**src/rtl/display_scan_if.sv**
```systemverilog
// Bus between a display_scan scanner and whatever drives it: the data/control inputs and
// the registered digit-select, nibble and pulse outputs that go to the 7-segment decoder.
interface display_scan_if;
    logic [15:0] value;
    logic        load;
    logic        enable;
    logic        blank_lz;
    logic [3:0]  pick;
    logic [3:0]  numbers;
    logic [1:0]  digit_idx;
    logic        frame_tick;
    logic        load_ack;

    // load is a single-cycle request with no ready; load_ack pulses in the cycle the value reaches the display.
    modport master (
        output value, load, enable, blank_lz,
        input  pick, numbers, digit_idx, frame_tick, load_ack
    );

    modport slave (
        input  value, load, enable, blank_lz,
        output pick, numbers, digit_idx, frame_tick, load_ack
    );
endinterface

```
**src/rtl/display_scan.sv**
```systemverilog
// Four-digit multiplexed display scanner with double-buffered value, frame-aligned update
// and optional leading-zero blanking. All outputs are registered from next-state values.
module display_scan #(
    parameter int unsigned REFRESH_DIV = 50000
) (
    input logic           clk,
    input logic           rst_n,
    display_scan_if.slave bus
);
    localparam logic [19:0] LAST = 20'(REFRESH_DIV - 1);

    logic [19:0] presc, presc_n;
    logic [1:0]  idx, idx_n;
    logic [15:0] disp, disp_n, pend;
    logic        pend_valid;
    logic        slot_end, frame_end, xfer, lit;
    logic [3:0]  nib;

    always_comb begin
        slot_end  = bus.enable && (presc == LAST);
        frame_end = slot_end && (idx == 2'd3);
        presc_n   = (!bus.enable || slot_end) ? 20'd0 : presc + 20'd1;
        idx_n     = !bus.enable ? 2'd0 : (slot_end ? idx + 2'd1 : idx);
        // A dark display has no frame to protect, so any pending value goes straight through.
        xfer      = bus.enable ? (frame_end && (bus.load || pend_valid))
                               : (bus.load || pend_valid);
        disp_n    = disp;
        if (xfer)
            disp_n = bus.load ? bus.value : pend;
        nib = disp_n[{idx_n, 2'b00} +: 4];
        lit = bus.enable &&
              ((idx_n == 2'd0) || !bus.blank_lz || ((disp_n >> {idx_n, 2'b00}) != 16'h0000));
    end

    always_ff @(posedge clk) begin
        if (!rst_n) begin
            presc          <= 20'd0;
            idx            <= 2'd0;
            disp           <= 16'h0000;
            pend           <= 16'h0000;
            pend_valid     <= 1'b0;
            bus.pick       <= 4'b0000;
            bus.numbers    <= 4'h0;
            bus.digit_idx  <= 2'd0;
            bus.frame_tick <= 1'b0;
            bus.load_ack   <= 1'b0;
        end else begin
            presc <= presc_n;
            idx   <= idx_n;
            disp  <= disp_n;
            if (xfer) begin
                pend_valid <= 1'b0;
            end else if (bus.load) begin
                pend       <= bus.value;
                pend_valid <= 1'b1;
            end
            bus.pick       <= lit ? (4'b0001 << idx_n) : 4'b0000;
            bus.numbers    <= lit ? nib : 4'h0;
            bus.digit_idx  <= idx_n;
            bus.frame_tick <= frame_end;
            bus.load_ack   <= xfer;
        end
    end
endmodule

```
**src/flat_wrapper.sv**
```systemverilog
// flat-port wrapper written by rule: the top's interface ports become plain ports
module display_scan_flat 
#(
    parameter int unsigned REFRESH_DIV = 50000
)
  (clk, rst_n, bus_value, bus_load, bus_enable, bus_blank_lz, bus_pick, bus_numbers, bus_digit_idx, bus_frame_tick, bus_load_ack);
  display_scan_if bus_i ();
  input logic clk;
  input logic rst_n;
  input wire logic [$bits(bus_i.value)-1:0] bus_value;
  input wire logic [$bits(bus_i.load)-1:0] bus_load;
  input wire logic [$bits(bus_i.enable)-1:0] bus_enable;
  input wire logic [$bits(bus_i.blank_lz)-1:0] bus_blank_lz;
  output wire logic [$bits(bus_i.pick)-1:0] bus_pick;
  output wire logic [$bits(bus_i.numbers)-1:0] bus_numbers;
  output wire logic [$bits(bus_i.digit_idx)-1:0] bus_digit_idx;
  output wire logic [$bits(bus_i.frame_tick)-1:0] bus_frame_tick;
  output wire logic [$bits(bus_i.load_ack)-1:0] bus_load_ack;
  assign bus_i.value = bus_value;
  assign bus_i.load = bus_load;
  assign bus_i.enable = bus_enable;
  assign bus_i.blank_lz = bus_blank_lz;
  assign bus_pick = bus_i.pick;
  assign bus_numbers = bus_i.numbers;
  assign bus_digit_idx = bus_i.digit_idx;
  assign bus_frame_tick = bus_i.frame_tick;
  assign bus_load_ack = bus_i.load_ack;
  display_scan #(.REFRESH_DIV(REFRESH_DIV)) u_core (.clk(clk), .rst_n(rst_n), .bus(bus_i));
endmodule
```
**config.mk**
```make
export PLATFORM = sky130hd
export DESIGN_NAME = display_scan_flat
export DESIGN_NICKNAME = d
export VERILOG_FILES = /design/src/rtl/display_scan_if.sv /design/src/rtl/display_scan.sv /design/src/flat_wrapper.sv
export SDC_FILE = /design/constraint.sdc
export NUM_CORES = 1
export LEC_CHECK = 0
export BUFFER_PORTS_ARGS = -buffer_cell sky130_fd_sc_hd__buf_2
export CORE_MARGIN = 4
export CORE_UTILIZATION = 55
export CTS_CLUSTER_SIZE = 30
export DETAILED_ROUTE_END_ITERATION = 8
export GPL_TIMING_DRIVEN = 0
export PLACE_DENSITY = 0.75
export SETUP_SLACK_MARGIN = 0.1
export SLEW_MARGIN = 20
export SYNTH_ARGS = -nofsm -noshare
export SYNTH_HDL_FRONTEND = slang
export SYNTH_SLANG_ARGS = --single-unit
```
**constraint.sdc**
```tcl
create_clock -name clk -period 3.8 [get_ports clk]
set_input_delay 0.76 -clock clk [delete_from_list [all_inputs] [get_ports clk]]
set_output_delay 0.76 -clock clk [all_outputs]
set_load 0.03 [all_outputs]
```
; Yosys cells after proc, flatten, opt, wreduce, memory -nomap -nowiden
; Cells that the tools add are included.
[word_totals]
wordCells = 37
out_inout_bits = 12
mem_bits_rw = 0
latch_bits = 0
romBits = 0
n_memories = 0
regBits = 65
[classes]
n_mul = 0
n_bitwise = 1
n_shift = 3
muxes = 5
n_div = 0
order_cmp = 0
eq_ne = 2
n_reduce_logical = 15
n_addsub = 2
[op_table]
columns = op, count
row1 = 16-bit two-way mux, 2
row2 = "20-bit by 1-bit adder with 20-bit output, second input constant", 1
row3 = "20-bit by 16-bit == test with 1-bit output, second input constant", 1
row4 = 16-bit nonzero test, 1
row5 = 16-bit by 5-bit indexed part select with 4-bit output, 1
row6 = 16-bit by 4-bit right shift with 16-bit output, 1
row7 = 1-bit logical AND, 4
row8 = 1-bit logical OR, 4
row9 = 2-bit two-way mux, 2
row10 = 2-bit OR reduction, 2
row11 = "1-bit by 2-bit left shift with 4-bit output, first input constant", 1
row12 = "2-bit by 1-bit adder with 2-bit output, second input constant", 1
row13 = "2-bit == test, second input constant", 1
row14 = 1-bit zero test, 2
row15 = 2-bit zero test, 1
row16 = 2-bit AND reduction, 1
row17 = 1-bit two-way mux, 1
row18 = 1-bit NOT, 1

; Logic depth before layout (Yosys ltp)
[depth]
word_depth = 11
ltp_mapped = 10
mapped_depth_nobuf = 9

; Least setup slack after synthesis
; OpenSTA, ideal clock, no wires.
[synth_timing]
kind = register to register
startpoint = register u_core.presc[16]
endpoint = register u_core.bus.pick[1]
setup_ps = 135
period_less_slack_ps = 3208
slack_ps = 592
stages_incl_launch_ff = 9
arrival_time_ps = 3074
cell_sequence = dfxtp_1 > or4_1 > or3_1 > o21ai_2 > mux2_2 > and2_1 > or4_1 > nor4_4 > a211oi_1
[synth_between]
elab_chain_len = 11
elab_cells_between_ends = 16
cone_classes = eq/ne: 1 / shift: 2 / mux: 4 / reduce/logical: 9
[synth_lines]
columns = element, line_no
row1 = from (decl), display_scan.sv:12  ; logic [19:0] presc, presc_n;
row2 = from (signal assigned), display_scan.sv:48  ; presc <= presc_n;
row3 = 20-bit by 16-bit == test with 1-bit output *, display_scan.sv:20  ; slot_end = bus.enable && (presc == LAST);
row4 = 1-bit logical AND *, display_scan.sv:20
row5 = 1-bit logical AND, display_scan.sv:21  ; frame_end = slot_end && (idx == 2'd3);
row6 = 1-bit logical AND, display_scan.sv:25  ; xfer = bus.enable ? (frame_end && (bus.load || pend_valid))
row7 = 1-bit two-way mux, display_scan.sv:25
row8 = 16-bit two-way mux, display_scan.sv:28  ; if (xfer)
row9 = 16-bit by 4-bit right shift with 16-bit output, display_scan.sv:32  ; ((idx_n == 2'd0) || !bus.blank_lz || ((disp_n >> {idx_n, 2'b00}) != 16'h0000));
row10 = 16-bit nonzero test, display_scan.sv:32
row11 = 1-bit logical OR, display_scan.sv:32
row12 = 1-bit logical AND, display_scan.sv:31  ; lit = bus.enable &&
row13 = 2-bit AND reduction (no line), n/a
row14 = to (signal assigned), display_scan.sv:57  ; bus.pick <= lit ? (4'b0001 << idx_n) : 4'b0000;
row15 = to (decl), display_scan_if.sv:22  ; output pick, numbers, digit_idx, frame_tick, load_ack
; Every way passes the cells marked *; elsewhere a longest branch is shown, timed or not.
; A chain may end at the register's enable or synchronous reset.

; Worst setup path in the final report
[layout_timing]
startpoint = register u_core.presc[17]
endpoint = register u_core.bus.pick[1]
; The elaborated chain is that of the path after synthesis.

==> metrics.csv <==
stage,metric,value,unit
timing,Worst Tran Pin Value,732.9,ps
worst_setup_path,Top delay family on crit path,simple AND/OR/NAND/NOR gates,
timing,Final Critical Period,3471,ps
outcome,status,"finished, final reports clean",
worst_setup_path,Worst path most repeated cell,or4_1,
clocking,CTS tree,done,
layout,ant diodes,0,
global_routing,largest net degree at the start of global routing,11,
clocking,H-tree depth,3,
worst_setup_path,Critical Path AT,3680,ps
clocking,Clock Sinks,65,
timing,Setup TNS,0,ps
timing,max frequency,288.1,MHz
drt,Detailed Route Iter0 Violations,123,
floorplanning,Rows,26,
place,detailed placer's ending HPWL,5053,µm
place,Final GP Congestion,0.9221,
floorplanning,I/O Pins,33,
floorplanning,initial core utilization,58.26,%
worst_setup_path,CP max-delay cell,or4_1,
drt,DRT Pass-1 Iters,4,
min_path,Hold Path Class,reg2reg,
timing,period utilization,91.34,%
timing,"Hold Violations, Final",0,
worst_setup_path,CP startpoint,u_core.presc[17],
global_routing,initial antenna violation count,0,
clocking,root buffer cell,clkbuf_8,
clocking,clock slew at reported path FFs,70,ps
clocking,clock latency on the worst-skew pair,350,ps
synth,Mapped Avg Cell Area,9.361,µm²
worst_setup_path,Critical Path RT,4000,ps
drt,WL per Instance,15.46,µm
clocking,clock buffer depth,2,
timing,Final setup violation count,0,
worst_setup_path,CP Class,reg2reg,
worst_setup_path,"Cell Chain, Critical Path","or4_1, or3_1, o21ai_4, mux2_2, and2_1, or4_1, nor4_4, a211oi_1",
worst_setup_path,endpoint class of the critical path,flop,
layout,Filler cells,452,
synth,Post-synth EDFFs,0,
timing,clock skew,7.740,ps
timing,unrepaired setup endpoints after global routing,no,
global_routing,grt total ovfl,0,
place,# port buffers,32,
worst_setup_path,Crit Path Max Fanout,7,
global_routing,GRT Total Usage,22.66,%
synth,synth unique cells,47,
timing,fin. max-slew vios,0,
power_and_ir_drop,pwr dens,409.4,nW/µm²
drt,DRC viols,0,
drt,Detail Route Antenna Nets,0,
synth,"Net Count, Synth",351,
global_routing,number of global-route vias before repair,2461,
min_path,worst hold path depth,1,
floorplanning,core area,5270,µm²
worst_setup_path,FF-to-FF path depth,8,
layout,Area Growth Syn to Fin,14.47,%
synth,Cells after Synth,328,
clocking,cts hold-fix bufs,0,
worst_setup_path,cell depth of the worst setup path,8,
synth,ys async rst share,0,%
flow_run,max-cap viol count,0,
worst_setup_path,startpoint types,flop,
worst_setup_path,Max stage delay on crit path,600,ps
layout,Multi-input gate area,1689,µm²
synth,Post-synth top flop,dfxtp_1,
synth,Ys Warns,0,
floorplanning,DIE AREA,6842,µm²
floorplanning,chip width,82.72,µm
drt,detailed-route via count,2513,
timing,max_slew headroom,50.81,%
layout,Nets,394,
power_and_ir_drop,total power,1.439,mW
min_path,Hold Crit Start,u_core.presc[0],
synth,Synth Register Bits,65,
layout,share of layout cells above drive strength 1,21.54,%
layout,FF+latch area,1301,µm²
clocking,Inserted Clock Buffers,9,
synth,sequential share of the synthesized area,42.38,%
worst_setup_path,CP bufs+invs,0,
power_and_ir_drop,Worst VDD drop,0.2129,mV
global_routing,first-pass GRT wire length,11590,µm
drt,routed wire length,6897,µm
synth,Post-Syn Area,3070,µm²
power_and_ir_drop,Lkg Pwr,1.419,nW
worst_setup_path,R2R Path Start,u_core.presc[17],
drt,Via density,5.635,
floorplanning,DIE HEIGHT,82.72,µm
==> power breakdown <==
part           switching [mW]  total (mW)  internal (mW)  leakage, nW
Combinational          0.0801       0.142         0.0621        0.793
Sequential             0.0120       0.717          0.705        0.529
Clock                   0.260       0.579          0.320       0.0974
Total                   0.352        1.44           1.09         1.42
==> metrics by stage <==
step                      cells  utilization, %  setup WS (ps)  hold slack (ps)  area [µm²]
after floorplan             328               -          591.8            413.2        3070
after global placement      430           62.96          228.1            426.7        3318
after CTS                   446           66.55          227.8            449.9        3507
after detailed placement    430           62.96          204.7            436.2        3318
final                       446           66.69          329.1            442.2        3515
after global routing        446           66.69          211.7            467.6        3515
==> sequential cells by signal, indices dropped and copies added (netlist names) <==
name	cells
u_core.pend	16
u_core.bus.digit_idx	2
u_core.presc	20
u_core.pend_valid	1
u_core.bus.numbers	4
u_core.bus.load_ack	1
u_core.disp	16
u_core.bus.frame_tick	1
u_core.bus.pick	4
==> Yosys cell counts (2+ instances only) <==
| master | instances | area [µm²] |
|---|---|---|
| a211oi_1 | 6 | 45.04 |
| a21oi_1 | 5 | 25.02 |
| and2_1 | 5 | 31.28 |
| and3_1 | 5 | 31.28 |
| clkbuf_1 | 8 | 30.03 |
| dfxtp_1 | 65 | 1301 |
| ha_1 | 2 | 25.02 |
| inv_1 | 10 | 37.54 |
| mux2_2 | 17 | 191.4 |
| mux2i_1 | 33 | 330.3 |
| nand2_1 | 12 | 45.04 |
| nand3_1 | 14 | 70.07 |
| nand4_1 | 2 | 12.51 |
| nor2_1 | 62 | 232.7 |
| nor2b_1 | 3 | 18.77 |
| nor3_1 | 11 | 55.05 |
| nor3b_1 | 2 | 15.01 |
| nor4_1 | 2 | 12.51 |
| nor4_4 | 2 | 42.54 |
| o2111ai_1 | 4 | 35.03 |
| o21ai_0 | 5 | 25.02 |
| o311a_1 | 2 | 20.02 |
| or2_2 | 5 | 31.28 |
| or3_1 | 4 | 25.02 |
| or4_1 | 4 | 30.03 |
| or4_4 | 2 | 22.52 |
| xnor2_1 | 7 | 61.31 |
| xor2_1 | 10 | 87.58 |
==> area by class of cell <==
type / count / area share (%)
plain buffers: 11 / 1.424
clock buffers: 13 / 4.236
well taps: 70 / 2.492
flip-flops and latches: 65 / 37.02
multi-input cells: 242 / 48.06
clock inverters: 3 / 1.139
repair buffers: 32 / 4.557
inverters: 10 / 1.068
==> path summary, 6_finish.rpt <==
kind	to	slack, ps
max reg2reg	u_core.bus.pick[1]	330
max	u_core.bus.pick[1]	330
min	u_core.presc[0]	440
min reg2reg	u_core.presc[0]	440
==> routing by layer <==
metal | GRT usage (%) | routed length [µm]
met4 | 7.516 | 118
met1 | 27.80 | 3135
met3 | 6.833 | 339
met5 | 0 | 0
met2 | 37.82 | 3304
==> cells by family (layout without fill, tap and decap cells) <==
logic type / Yosys count / count (layout) / synth area share [%]
AND/OR/NAND/NOR: 140 / 140 / 23.63
flip-flops: 65 / 65 / 42.38
multiplexers: 50 / 50 / 16.99
AO/OA/AOI/OAI: 33 / 33 / 8.476
buffers and inverters: 21 / 69 / 2.852
XOR/XNOR: 17 / 17 / 4.849
adder cells (fa/ha/maj): 2 / 2 / 0.8149
==> layout by cell type (no fill, tap or decap), drive strengths merged, types with 3 or more instances in the layout <==
master   synthesis  final
inv             10     10
nor3            12     12
mux2i           33     33
xnor2            7      7
or4              6      6
or2              5      5
nor2            62     62
dfxtp           65     65
nand2           12     12
nor4             4      4
or3              4      4
nor2b            3      3
nand3           14     14
buf              3     35
clkbuf           8     21
a211oi           6      6
o2111ai          4      4
and3             5      5
and2             5      5
o21ai            8      8
mux2            17     17
a21oi            5      5
xor2            10     10
==> what timing repair did <==
item / CTS / global route
gates resized for setup: 0 / 1
endpoints found under the setup margin: 0 / 1
setup buffers: 0 / 0
Power figures use the tool's default switching activity.
